[config.mk]
export PLATFORM = sky130hd
export DESIGN_NAME = charlieplex_scan
export DESIGN_NICKNAME = d
export VERILOG_FILES = /design/src/rtl/charlieplex_scan.sv
export SDC_FILE = /design/constraint.sdc
export NUM_CORES = 1
export LEC_CHECK = 0
export ABC_CLOCK_PERIOD_IN_PS = 2500
export BUFFER_PORTS_ARGS = -buffer_cell sky130_fd_sc_hd__buf_2
export CORE_ASPECT_RATIO = 1.1
export CORE_MARGIN = 3
export CORE_UTILIZATION = 35
export CTS_CLUSTER_DIAMETER = 80
export DETAILED_ROUTE_END_ITERATION = 10
export HOLD_SLACK_MARGIN = 0.05
export MAX_ROUTING_LAYER = met4
export SLEW_MARGIN = 10
export SYNTH_ARGS = -nofsm -noshare
export SYNTH_HDL_FRONTEND = slang
export SYNTH_SLANG_ARGS = --single-unit
[constraint.sdc]
create_clock -name clk -period 2.5 [get_ports clk]
set_clock_uncertainty 0.1 [all_clocks]
set_input_delay 0.125 -clock clk [delete_from_list [all_inputs] [get_ports clk]]
set_output_delay 0.125 -clock clk [all_outputs]
set_load 0.1 [all_outputs]
[src/rtl/charlieplex_scan.sv]
// charlieplex_scan
//   Wishbone-slave driver for a 7-pin charlieplexed LED matrix
//   (7 anode rows x 6 cathode columns = 42 LEDs). Holds a 7-row
//   framebuffer plus a global brightness register, scans one row per
//   256 PWM steps, blanks on step 0 and dims by blanking steps above
//   the brightness value.
//
// Ports
//   clk            system clock
//   rst            asynchronous active-high reset
//   wb_cyc/wb_stb  Wishbone cycle / strobe
//   wb_we          write enable
//   wb_adr[2:0]    0..6 = row framebuffer (6 valid bits), 7 = brightness
//   wb_dat_i[7:0]  write data
//   wb_dat_o[7:0]  read data, valid while wb_ack is high, held otherwise
//   wb_ack         one-cycle acknowledge per strobe
//   charlieplex_oe per-pin output enable (0 = hi-Z), registered
//   charlieplex_o  per-pin drive level, registered
module charlieplex_scan #(
    parameter int         TICKS_PER_STEP   = 16,
    parameter logic [7:0] BRIGHTNESS_RESET = 8'h40
) (
    input  logic       clk,
    input  logic       rst,
    input  logic       wb_cyc,
    input  logic       wb_stb,
    input  logic       wb_we,
    input  logic [2:0] wb_adr,
    input  logic [7:0] wb_dat_i,
    output logic [7:0] wb_dat_o,
    output logic       wb_ack,
    output logic [6:0] charlieplex_oe,
    output logic [6:0] charlieplex_o
);

    localparam int            PW      = (TICKS_PER_STEP > 1) ? $clog2(TICKS_PER_STEP) : 1;
    localparam logic [PW-1:0] PRE_MAX = PW'(TICKS_PER_STEP - 1);

    logic [5:0]    r_row [0:6];
    logic [7:0]    r_bright;
    logic          r_done;
    logic [PW-1:0] r_pre;
    logic [7:0]    r_step;
    logic [2:0]    r_scan_row;
    logic [5:0]    r_shadow;

    logic          w_req;
    logic          w_tick;
    logic          w_row_wrap;
    logic [2:0]    w_row_next;
    logic [7:0]    w_rd_data;
    logic [6:0]    w_oe;
    logic [6:0]    w_o;

    // r_done remembers that the current strobe was already acknowledged,
    // so a master holding stb across several cycles gets exactly one ack.
    assign w_req      = wb_cyc & wb_stb & ~wb_ack & ~r_done;
    assign w_tick     = (r_pre == PRE_MAX);
    assign w_row_wrap = w_tick && (r_step == 8'hFF);
    assign w_row_next = (r_scan_row == 3'd6) ? 3'd0 : r_scan_row + 3'd1;

    always_comb begin
        w_rd_data = 8'h00;
        if (wb_adr == 3'd7) begin
            w_rd_data = r_bright;
        end else begin
            w_rd_data = {2'b00, r_row[wb_adr]};
        end
    end

    // Pin pattern for the current step/row; registered below so the pins
    // change one clock after the scan state.
    always_comb begin
        logic [2:0] j;
        logic [7:0] sh;
        w_oe = '0;
        w_o  = '0;
        j    = '0;
        sh   = {2'b00, r_shadow};
        if (r_step != 8'd0 && r_step <= r_bright) begin
            for (int p = 0; p < 7; p++) begin
                if (p == int'(r_scan_row)) begin
                    w_oe[p] = 1'b1;
                    w_o[p]  = 1'b1;
                end else begin
                    // Column j skips over the anode pin of this row.
                    j       = (p < int'(r_scan_row)) ? 3'(p) : 3'(p - 1);
                    w_oe[p] = sh[j];
                end
            end
        end
    end

    always_ff @(posedge clk or posedge rst) begin
        if (rst) begin
            for (int k = 0; k < 7; k++) begin
                r_row[k] <= '0;
            end
            r_bright       <= BRIGHTNESS_RESET;
            r_done         <= 1'b0;
            wb_ack         <= 1'b0;
            wb_dat_o       <= '0;
            r_pre          <= '0;
            r_step         <= '0;
            r_scan_row     <= '0;
            r_shadow       <= '0;
            charlieplex_oe <= '0;
            charlieplex_o  <= '0;
        end else begin
            wb_ack <= w_req;
            r_done <= (wb_cyc & wb_stb) ? (r_done | w_req) : 1'b0;
            if (w_req) begin
                wb_dat_o <= w_rd_data;
                if (wb_we) begin
                    if (wb_adr == 3'd7) begin
                        r_bright <= wb_dat_i;
                    end else begin
                        r_row[wb_adr] <= wb_dat_i[5:0];
                    end
                end
            end

            if (w_tick) begin
                r_pre  <= '0;
                r_step <= r_step + 8'd1;
            end else begin
                r_pre <= r_pre + PW'(1);
            end

            // Shadow captures the pre-write row value if a write lands on
            // this same edge, so a row never tears mid-scan.
            if (w_row_wrap) begin
                r_scan_row <= w_row_next;
                r_shadow   <= r_row[w_row_next];
            end

            charlieplex_oe <= w_oe;
            charlieplex_o  <= w_o;
        end
    end

endmodule

Word level (Yosys, flattened, before mapping)
Cells that the tools add are included.

Order comparisons: 18. Reduce and logical (&&, ||, !) cells: 7. Add/subtract/negate cells: 3. Equality and inequality tests: 10. Bitwise gates (word level): 9. Multiplexer cells: 50.

Operators by type and width (number): bitwise mux 42 bit (1); binary-select mux 6 bit (select 3 bit) (2); two-way mux 6 bit (5); two-way mux 1 bit (25); binary-select mux 1 bit (select 3 bit) (7); demux 6 bit (select 3 bit) (1); < comparator 3 x 4 -> 1 bit (second input constant) (4); two-way mux 7 bit (2); == test 3 bit (first input constant) (4); < comparator 3 bit (first input constant) (3); two-way mux 3 bit (3); adder 8 x 1 -> 8 bit (second input constant) (1); == test 8 bit (second input constant) (1); greater-or-equal comparator 4 bit (second input constant) (2); <= comparator 8 bit (1); < comparator 2 x 4 -> 1 bit (second input constant) (2); two-way mux 8 bit (1); inverter 3 -> 4 bit (2); nonzero test 8 bit (1); == test 2 x 3 -> 1 bit (first input constant) (2); == test 3 bit (second input constant) (2); < comparator 1 x 3 -> 1 bit (first input constant) (2); < comparator 2 x 3 -> 1 bit (first input constant) (2); AND reduction 3 bit (2); 12 further kinds (19).

Word-level logic and storage cells: 114. Input port bits: 16. Output and inout port bits: 23. Flip-flop bits (word level): 95.

Logic depth before layout (Yosys ltp)
Gate-level depths: netlist of the first run.

Word-level depth: 6. Gate-level depth with buffers: 9. Gate-level depth less buffers: 7.

Least setup slack after synthesis of the first run
No wires, ideal clock.

Path kind: reg-to-reg. Start: reg wb_ack. End: reg r_row[10] (netlist name). Path slack: 0.059 ns. Period minus slack after synthesis: 2.441 ns. Arrival time: 2.216 ns. Setup time: 0.125 ns. Cell stages (with the launch flop): 8. Cell sequence: dfrtp_1 > or3_1 > buf_6 > clkinv_4 > nand2_2 > or3_1 > buf_6 > mux2_4.

Word-level cells in the longest chain between the ends: 4.

RTL lines: from (decl) (RTL line 31) `output logic wb_ack,`; from (signal assigned) (RTL line 110) `wb_ack <= w_req;`; inverter 1 bit (RTL line 57) `assign w_req = wb_cyc & wb_stb & ~wb_ack & ~r_done;`; AND 1 bit (2 in series) (RTL line 57); net w_req (RTL line 47) `logic w_req;`; AND reduction 3 bit (no source line); to (signal, indexed assignment) (RTL line 118) `r_row[wb_adr] <= wb_dat_i[5:0];`; to (decl) (RTL line 39) `logic [5:0] r_row [0:6];`.

The timed path passes the listed nets, and every way through them passes these cells. A chain may end at the register's enable or synchronous reset.

Worst setup path in the final report of the first run
Start: reg wb_ack. End: reg r_row[11] (netlist name).

Same word-level chain as after synthesis.

==> impl_metrics.csv, run 1 <==
group,metric,value,unit
final_layout,design.final.nets,511,
timing,finalCritPeriodShare,90.1,%
global_route,gr-total-overflow,0,
logic_synthesis,avgSynthCellArea,11.0,um^2
power,pwr_density_cell,756,nW/um^2
worst_setup_path,critPathCaptureType,"flop",
clocking,cts_buffer_depth,2,
clocking,clockRootBuffer,"clkbuf_16",
worst_setup_path,crit_top_cell,"or3_1",
timing,slew-limit-headroom,56.2,%
global_route,grt_use_met3,2.51,%
power,power.total,4.28,mW
global_route,track_usage,16.3,%
logic_synthesis,synth_edf_count,0,
routing,drtIter0Drc,241,
logic_synthesis,yosysWarnings,0,
worst_setup_path,cp.required,2.63,ns
worst_setup_path,worstSetupPathType,"reg2reg",
global_route,busiest_layer,"met2",
final_layout,antennaDiodeCount,0,
place,dp_slack,0.290,ns
worst_setup_path,cpPeakStageDelay,0.56,ns
clocking,clock_latency,0.34,ns
final_layout,syn2layout_area_growth,18.6,%
clocking,tritoncts,"built",
routing,routed_via_density,5.28,
timing,finalSetupViolations,0,
timing,max_freq,0.444,GHz
run_status,status,"complete, no violations",
timing,worstMarginPinSlew,0.657,ns
routing,dr_total_vias,3548,
clocking,cts_max_level,3,
final_layout,layout_common_cells,"dfrtp_1 (94), mux2_2 (52), buf_2 (38)",
logic_synthesis,synthArstFlopShare,100,%
worst_setup_path,startpoint_type,"flop",
final_layout,layout_commonest_cell,"dfrtp_1",
global_route,grt_pass1_vias,3553,
floorplanning,ios,39,
logic_synthesis,seq_area_frac_synth,49.8,%
place,io_buffers,38,
global_route,gr-usage-met1,21.8,%
logic_synthesis,synth_cells,433,
global_route,grt_use_met2,25.2,%
floorplanning,die_x,117,um
worst_setup_path,arrival,2.38,ns
global_route,antenna_found_initial,0,
timing,setup_ws,0.248,ns
timing,min_period,2.25,ns
final_layout,drive_gt1_share,28.7,%
final_layout,finalNonFillerCells,672,
routing,post_drt_wl_per_cell,16.9,um
place,dp_cells,648,
logic_synthesis,syn_nets,461,
worst_setup_path,rr_startpoint,"wb_ack",
timing,tns,0,ns
worst_setup_path,crit_chain,"or3_1, clkinv_4, nand2_2, or3_1, mux2_4",
power,peakVddDrop,0.526,mV
worst_setup_path,crit_start,"wb_ack",
routing,route.detailed.drc,0,
place,dp_hpwl,7740,um
job,cap_violations,0,
floorplanning,die_area,15100,um^2
logic_synthesis,syn_area,4770,um^2
global_route,grt_pass1_wl,19000,um
logic_synthesis,ys_ff_latch,95,
clocking,cts_buffers,9,
routing,wirelength,11400,um
floorplanning,start_util,36.0,%
worst_setup_path,cp_max_fo,10,
global_route,grt_max_degree,81,
clocking,cts.sinks,95,
place,gp_congestion,0.810,
worst_setup_path,r2r_slack,0.25,ns
floorplanning,die_y,128,um
power,p_leak,2.63,nW
timing,rsz0062_at_grt,"no",
clocking,ctsResizeCount,0,
worst_hold_path,hp-class,"in2reg",
timing,drv_slew,0,
timing,hold_violations,0,
clocking,clkTransAtPathRegs,0.07,ns
floorplanning,rows,44,
final_layout,fill_cells,1280,
floorplanning,coreArea,13300,um^2
logic_synthesis,synthFlopType,"dfrtp_1",
routing,drtAntennaViolNets,0,
worst_hold_path,min_from,"wb_dat_i[4]",
worst_setup_path,cp_slowest_cell,"or3_1",
routing,drt-pass1-iter-count,5,
logic_synthesis,synth_cell_types,49,
critical path, delay by kind of cell, from the launching register on:
kind          cells  cell delay (ns)
buf+inv           1             0.15
flops             1             0.40
mux               1             0.36
simple gates      3             1.12
worst paths after layout:
path	depth (start not counted)	to
max in group asynchronous	4	r_bright[6]
min in group asynchronous	3	r_row[26]
max	5	r_row[11]
min	2	r_row[10]
min reg2reg	1	r_pre[3]
max reg2reg	5	r_row[11]
kinds of logic after synthesis:
| group | Yosys count | synth area share (%) |
|---|---|---|
| AO/OA/AOI/OAI | 91 | 12.0 |
| XOR/XNOR | 8 | 1.47 |
| adder cells (fa/ha/maj) | 12 | 3.15 |
| buffers and inverters | 42 | 4.01 |
| flip-flops | 95 | 49.8 |
| multiplexers | 69 | 17.0 |
| AND/OR/NAND/NOR | 116 | 12.6 |
layout make-up:
| cell class | count | area, um^2 | area share [%] |
|---|---|---|---|
| multi-input combinational | 296 | 2200 | 38.9 |
| sequential | 95 | 2380 | 42.0 |
| timing repair buffer | 65 | 425 | 7.52 |
| inverter | 16 | 68.8 | 1.22 |
| clock inverter | 6 | 115 | 2.03 |
| clock buffer | 10 | 239 | 4.22 |
| tap | 184 | 230 | 4.07 |
where the power goes:
| part | leakage (nW) | switching [mW] | internal (mW) |
|---|---|---|---|
| Combinational | 1.21 | 0.515 | 0.299 |
| Clock | 0.170 | 0.606 | 1.01 |
| Sequential | 1.25 | 0.136 | 1.71 |
| Total | 2.63 | 1.26 | 3.02 |
state kept, by name, summed over array words and instances (netlist names):
register and count:
charlieplex_oe 7, r_row 42, r_bright 8, r_done 1, charlieplex_o 7, wb_dat_o 8, wb_ack 1, r_scan_row 3
r_step 8, r_pre 4, r_shadow 6
what timing repair did:
action                                  in CTS  in global routing
hold buffers                                 8                  0
buffers inserted                             0                  0
hold endpoints to repair                    35                  0
endpoints found under the setup margin       0                  0
through the flow:
stage                     utilization (%)  hold slack, ns  instance area (um^2)
after CTS                            42.7          0.0587                  5660
after detailed placement             39.4          0.0519                  5230
after global routing                 42.7          0.0795                  5660
final                                42.7          0.0689                  5660
after global placement               39.4          0.0482                  5230
after floorplan                         -           0.150                  4780
per-layer routing:
metal | share of wire [%] | routed length, um
met5 | 0 | 0
met4 | 2.0 | 230
met3 | 4.5 | 517
met2 | 46 | 5280
met1 | 47 | 5350
cell usage after synthesis (all sizes together) (2+ instances only):
cell type	number	area, um^2
ha	12	150
buf	16	88.8
nor4	2	12.5
mux4	2	45.0
o21ai	24	120
nand3	4	20.0
a211oi	3	22.5
a22o	2	17.5
a21oi	29	145
mux2	58	676
xnor2	6	52.6
inv	14	52.6
or3	3	18.8
nand2	24	92.6
nand2b	16	100
nand4	7	43.8
xor2	2	17.5
dfrtp	94	2350
o2bb2ai	2	17.5
o22ai	4	25.0
nor2b	7	43.8
and3	4	25.0
nor2	36	138
nand3b	2	15.0
clkbuf	10	37.5
a221oi	3	26.3
mux2i	9	90.1
clkinv	2	12.5
a22oi	6	45.0
o221ai	13	114
nor3	6	35.0
a31oi	2	12.5
No activity file was read; power rests on OpenSTA's default activity.
==> run 2: changes to the inputs <==
==> constraint.sdc (replaced) <==
create_clock -name clk -period 2.5 [get_ports clk]
set_clock_uncertainty 0.1 [all_clocks]
set_input_delay 0.375 -clock clk [delete_from_list [all_inputs] [get_ports clk]]
set_output_delay 0.375 -clock clk [all_outputs]
set_load 0.1 [all_outputs]
==> run 2 against run 1 <==
  * Total power is 6.6% lower
  * First-iteration DRC count is 5.8% lower
  * Die area stayed put
  * Critical path depth is 2 higher
  * Highest routed layer unchanged
  * Final area is 2.6% lower
  * Sequential cell count stayed put
==> impl_metrics.csv, run 2 (same netlist as run 1, synthesis figures left out) <==
group,metric,value,unit
worst_setup_path,rr_startpoint,"r_step[0]",
clocking,post-cts-setup-buffers,0,
routing,top_layer,"met4",
final_layout,fill_cells,1265,
power,clock_power_share,34.2,%
final_layout,regMostFlops,"r_row",
timing,min_period,2.21,ns
timing,rsz0062_at_grt,"no",
job,cap_violations,0,
worst_setup_path,crit_chain,"inv_1, ha_1, or4b_1, nor4_1, or3_1, o32a_2, nor3_1",
routing,route.detailed.drc,0,
clocking,clkTransAtPathRegs,0.07,ns
timing,drv_slew,0,
final_layout,syn2layout_area_growth,15.5,%
timing,tns,0,ns
run_status,status,"complete, no violations",
clocking,cts_buffers,9,
floorplanning,start_util,36.0,%
clocking,cts_buffer_depth,2,
final_layout,final-seq-area,2380,um^2
worst_setup_path,cp.required,2.59,ns
power,switching_power,1.22,mW
worst_setup_path,startpoint_type,"flop",
routing,drt-pass1-iter-count,4,
floorplanning,rows,44,
timing,finalCritPeriodShare,88.6,%
routing,routed_via_density,5.24,
timing,finalSetupViolations,0,
clocking,ctsResizeCount,0,
routing,drtAntennaViolNets,0,
final_layout,multiInputGateArea,2200,um^2
final_layout,largest_reg_flops,42,
routing,dr_wl_met3,456,um
routing,wirelength,11300,um
clocking,cts.sinks,95,
floorplanning,die_x,117,um
worst_setup_path,cp_max_fo,14,
power,p_sw_share,30.6,%
power,pwr-share-comb,19.8,%
timing,max_freq,0.452,GHz
worst_setup_path,arrival,2.30,ns
worst_setup_path,critPathCaptureType,"flop",
worst_setup_path,crit_start,"r_step[0]",
final_layout,design.final.nets,501,
power,pwr-share-seq,46.0,%
routing,drtIter0Drc,227,
floorplanning,coreArea,13300,um^2
worst_hold_path,hp-class,"in2async",
global_route,grt_pass1_vias,3603,
final_layout,layout_common_cells,"dfrtp_1 (94), mux2_2 (52), buf_2 (38)",
routing,met2_wirelength,5460,um
place,dp_cells,646,
worst_setup_path,cpPeakStageDelay,0.43,ns
final_layout,antennaDiodeCount,0,
place,dp_hpwl,7540,um
place,gp_congestion,0.826,
power,pwr_density_cell,725,nW/um^2
floorplanning,ios,39,
global_route,grt_max_degree,96,
place,io_buffers,38,
routing,post_drt_wl_per_cell,17.1,um
global_route,grt_pass1_wl,19200,um
clocking,holdBufCountCts,0,
clocking,clock_latency,0.34,ns
floorplanning,die_area,15100,um^2
timing,hold_violations,0,
power,p_leak,2.57,nW
global_route,gr-total-overflow,0,
routing,dr_total_vias,3467,
worst_setup_path,worstSetupPathType,"reg2reg",
power,intPower,2.77,mW
routing,drt-met1-wl,5200,um
power,peakVddDrop,0.399,mV
clocking,cts_max_level,3,
final_layout,drive_gt1_share,29.1,%
global_route,antenna_found_initial,0,
clocking,clockRootBuffer,"clkbuf_16",
floorplanning,die_y,128,um
worst_setup_path,cp_slowest_cell,"or4b_1",
timing,worstMarginPinSlew,0.716,ns
clocking,tritoncts,"built",
final_layout,finalNonFillerCells,662,
final_layout,layout_commonest_cell,"dfrtp_1",
global_route,track_usage,16.4,%
timing,slew-limit-headroom,52.2,%
run 2: cell count changes in the layout (fill, tap and decap cells not counted), sizes merged:
cell	before	now
bufinv	3	1
inv	15	13
dlygate4sd3	8	0
clkbuf	10	9
buf	57	55
clkinv	2	7
run 2: power by group through the flow:
stage	sequential (mW)	combinational, mW	clock (mW)
floorplan	2.06	0.408	0
detailed placement	1.87	0.794	0
CTS	1.84	0.798	1.40
finish	1.84	0.793	1.37
global placement	1.86	0.782	0
global route	1.86	0.866	1.46
run 2: through the flow:
| stage | util [%] | area, um^2 | total power [mW] | setup WS, ns | hold WS (ns) |
|---|---|---|---|---|---|
| after floorplan | - | 4780 | 2.47 | 0.0590 | 0.342 |
| after global routing | 41.5 | 5510 | 4.20 | 0.155 | 0.127 |
| after detailed placement | 39.3 | 5210 | 2.66 | 0.158 | 0.353 |
| after CTS | 41.5 | 5510 | 4.04 | 0.0889 | 0.108 |
| after global placement | 39.3 | 5210 | 2.64 | 0.271 | 0.359 |
| final | 41.5 | 5510 | 4.00 | 0.286 | 0.0744 |
run 2: layout make-up:
cell class              instances  area share [%]
flip-flops and latches         95            43.2
inverters                      16            1.25
clock inverters                 7            1.34
multi-input cells             296            40.0
repair buffers                 55            5.99
clock buffers                   9            4.09
well taps                     184            4.18
run 2: worst max-delay path, delay by kind of cell (launching register included):
| kind | cells | cell delay [ns] |
|---|---|---|
| buffers and inverters | 1 | 0.12 |
| AND/OR/NAND/NOR | 4 | 1.00 |
| adder cells (fa/ha/maj) | 1 | 0.16 |
| AO/OA/AOI/OAI | 1 | 0.30 |
| flip-flops | 1 | 0.39 |
run 2: final timing paths:
check	end	depth (start not counted)	slack, ns
worst max-delay path	charlieplex_o[5]	7	0.29
worst min-delay path	r_row[32]	3	0.07
worst max register to register	charlieplex_o[5]	7	0.29
worst min register to register	r_done	1	0.37
max in group asynchronous	r_row[24]	3	1.82
min in group clk	r_bright[7]	2	0.16
run 2: layer usage:
metal,up-vias,GRT usage (%)
met5,-,-
met4,0,5.73
met3,15,3.08
met2,88,25.9
met1,1725,21.4
li1,1639,-
==> run 3: changes to the inputs <==
==> constraint.sdc (replaced) <==
create_clock -name clk -period 2.5 [get_ports clk]
set_clock_uncertainty 0.1 [all_clocks]
set_input_delay 0.25 -clock clk [delete_from_list [all_inputs] [get_ports clk]]
set_output_delay 0.25 -clock clk [all_outputs]
set_load 0.1 [all_outputs]
==> run 3 against run 2 <==
  * Hold slack improved by 0.086 ns
  * Die area did not move
  * Critical path depth did not move
  * Critical path type is now in2reg
  * Critical endpoint is now r_row[2]
  * Largest cell class unchanged
  * Largest power group unchanged
  * Highest routed layer unchanged
==> impl_metrics.csv, run 3 (same netlist as run 1, synthesis figures left out) <==
group,metric,value,unit
final_layout,fill_cells,1260,
power,switching_power,1.26,mW
global_route,gr-usage-met1,21.7,%
timing,setup_ws,0.206,ns
clocking,cts.sinks,95,
timing,worstMarginPinSlew,0.819,ns
global_route,grt_pass1_vias,3587,
routing,routed_via_density,5.32,
routing,route.detailed.drc,0,
global_route,grt_use_met3,2.64,%
place,gp_congestion,0.821,
place,dp_hpwl,7950,um
global_route,busiest_layer,"met2",
timing,max_freq,0.436,GHz
routing,post_drt_wl_per_cell,17.2,um
timing,rsz0062_at_grt,"no",
floorplanning,coreArea,13300,um^2
worst_setup_path,reg2reg_depth,8,
global_route,gr-total-overflow,0,
floorplanning,rows,44,
worst_setup_path,crit_start,"wb_stb",
worst_setup_path,timing.rr.end,"charlieplex_o[5]",
final_layout,largest_reg_flops,42,
global_route,antenna_found_initial,0,
global_route,grt_max_degree,66,
power,power.total,4.05,mW
final_layout,syn2layout_area_growth,16.7,%
run_status,status,"complete, no violations",
clocking,cts_max_level,3,
clocking,tritoncts,"built",
floorplanning,die_area,15100,um^2
clocking,ctsResizeCount,0,
power,p_leak,2.59,nW
timing,min_period,2.29,ns
worst_setup_path,cp.required,2.62,ns
clocking,cts_buffer_depth,2,
floorplanning,die_x,117,um
worst_setup_path,worstSetupPathType,"in2reg",
place,dp_slack,0.328,ns
routing,wirelength,11500,um
timing,hold_violations,0,
worst_setup_path,r2r_slack,0.33,ns
global_route,grt_use_met2,25.2,%
power,p_sw_share,31.1,%
floorplanning,ios,39,
final_layout,layout_common_cells,"dfrtp_1 (94), mux2_2 (52), buf_2 (38)",
power,clock_power_share,34.6,%
floorplanning,start_util,36.0,%
power,peakVddDrop,0.511,mV
worst_setup_path,cpPeakStageDelay,0.52,ns
timing,tns,0,ns
final_layout,regMostFlops,"r_row",
clocking,clkTransAtPathRegs,0.07,ns
worst_hold_path,min_path_cells,2,
floorplanning,die_y,128,um
timing,finalCritPeriodShare,91.8,%
worst_setup_path,crit_chain,"dlygate4sd3_1, buf_2, nand2_1, or3_1, clkinv_4, nand4_1, mux2_2",
clocking,cts_buffers,9,
power,intPower,2.79,mW
worst_setup_path,cp_slowest_cell,"dlygate4sd3_1",
global_route,track_usage,16.3,%
final_layout,layout_commonest_cell,"dfrtp_1",
clocking,clockRootBuffer,"clkbuf_16",
final_layout,design.final.nets,507,
timing,finalSetupViolations,0,
worst_setup_path,rr_startpoint,"r_step[0]",
power,pwr-share-comb,19.9,%
worst_setup_path,critPathCaptureType,"flop",
global_route,grt_pass1_wl,19200,um
power,pwr_density_cell,727,nW/um^2
power,pwr-share-seq,45.5,%
timing,hold_slack,0.161,ns
final_layout,antennaDiodeCount,0,
clocking,clock_latency,0.34,ns
routing,drtAntennaViolNets,0,
worst_setup_path,cp_max_fo,7,
routing,drt-pass1-iter-count,4,
routing,drtIter0Drc,167,
timing,drv_slew,0,
worst_setup_path,startpoint_type,"primary input",
worst_setup_path,arrival,2.41,ns
place,io_buffers,38,
routing,dr_total_vias,3551,
timing,slew-limit-headroom,45.4,%
worst_setup_path,crit_end,"r_row[2]",
worst_hold_path,hp-class,"in2reg",
job,cap_violations,0,
final_layout,drive_gt1_share,28.7,%
[run 3: cell types whose count changed in the layout (fill, tap and decap cells not counted)]
cell           change
clkinv_4           -3
buf_4              +1
clkinvlp_4         +1
o32a_2             -1
clkinv_2           -1
inv_6              +2
dlygate4sd3_1      +5
o32a_1             +1
inv_8              +1
[run 3: how the worst min path moves through the flow]
stage	startpoint	to
after detailed placement	rst	r_row[2]
final	wb_dat_i[1]	r_row[31]
after global routing	wb_dat_i[1]	r_row[1]
after global placement	rst	r_row[2]
after floorplan	wb_stb	r_done
after CTS	wb_dat_i[1]	r_row[7]
[run 3: metal layers]
layer  share of wire (%)  wire length, um  vias up
met2                  47             5440      108
met1                  46             5290     1774
li1                    -                -     1653
met3                 4.8              548       16
met5                   0                0        -
met4                 1.9              224        0
[run 3: power by group through the flow]
stage                     Clock [mW]  Combinational (mW)  Sequential [mW]
after floorplan                    0               0.408             2.06
after global placement             0               0.787             1.86
after detailed placement           0               0.803             1.87
after CTS                       1.44               0.814             1.84
after global routing            1.51               0.875             1.86
final                           1.40               0.807             1.84
[run 3: stage by stage]
| step | util, % | area (um^2) | cells |
|---|---|---|---|
| 2_1_floorplan | - | 4780 | 433 |
| 3_3_place_gp | 39.3 | 5220 | 647 |
| 3_5_place_dp | 39.3 | 5220 | 647 |
| 4_1_cts | 42.0 | 5570 | 668 |
| 5_1_grt | 42.0 | 5570 | 668 |
| 6_report | 42.0 | 5570 | 668 |
[run 3: repair_timing]
item | CTS | global route
endpoints found under the hold margin | 33 | 0
hold buffers | 5 | 0
buffers inserted | 0 | 0
[run 3: critical path, delay by kind of cell]
kind | cells | cell delay [ns]
simple gates | 3 | 0.96
buf+inv | 3 | 0.74
mux | 1 | 0.46
[run 3: cell type report]
type,instances,area [um^2],area share (%)
flip-flops and latches,95,2380,42.7
multi-input cells,296,2200,39.5
repair buffers,61,388,6.96
well taps,184,230,4.13
clock buffers,9,225,4.04
clock inverters,7,78.8,1.41
inverters,16,68.8,1.23
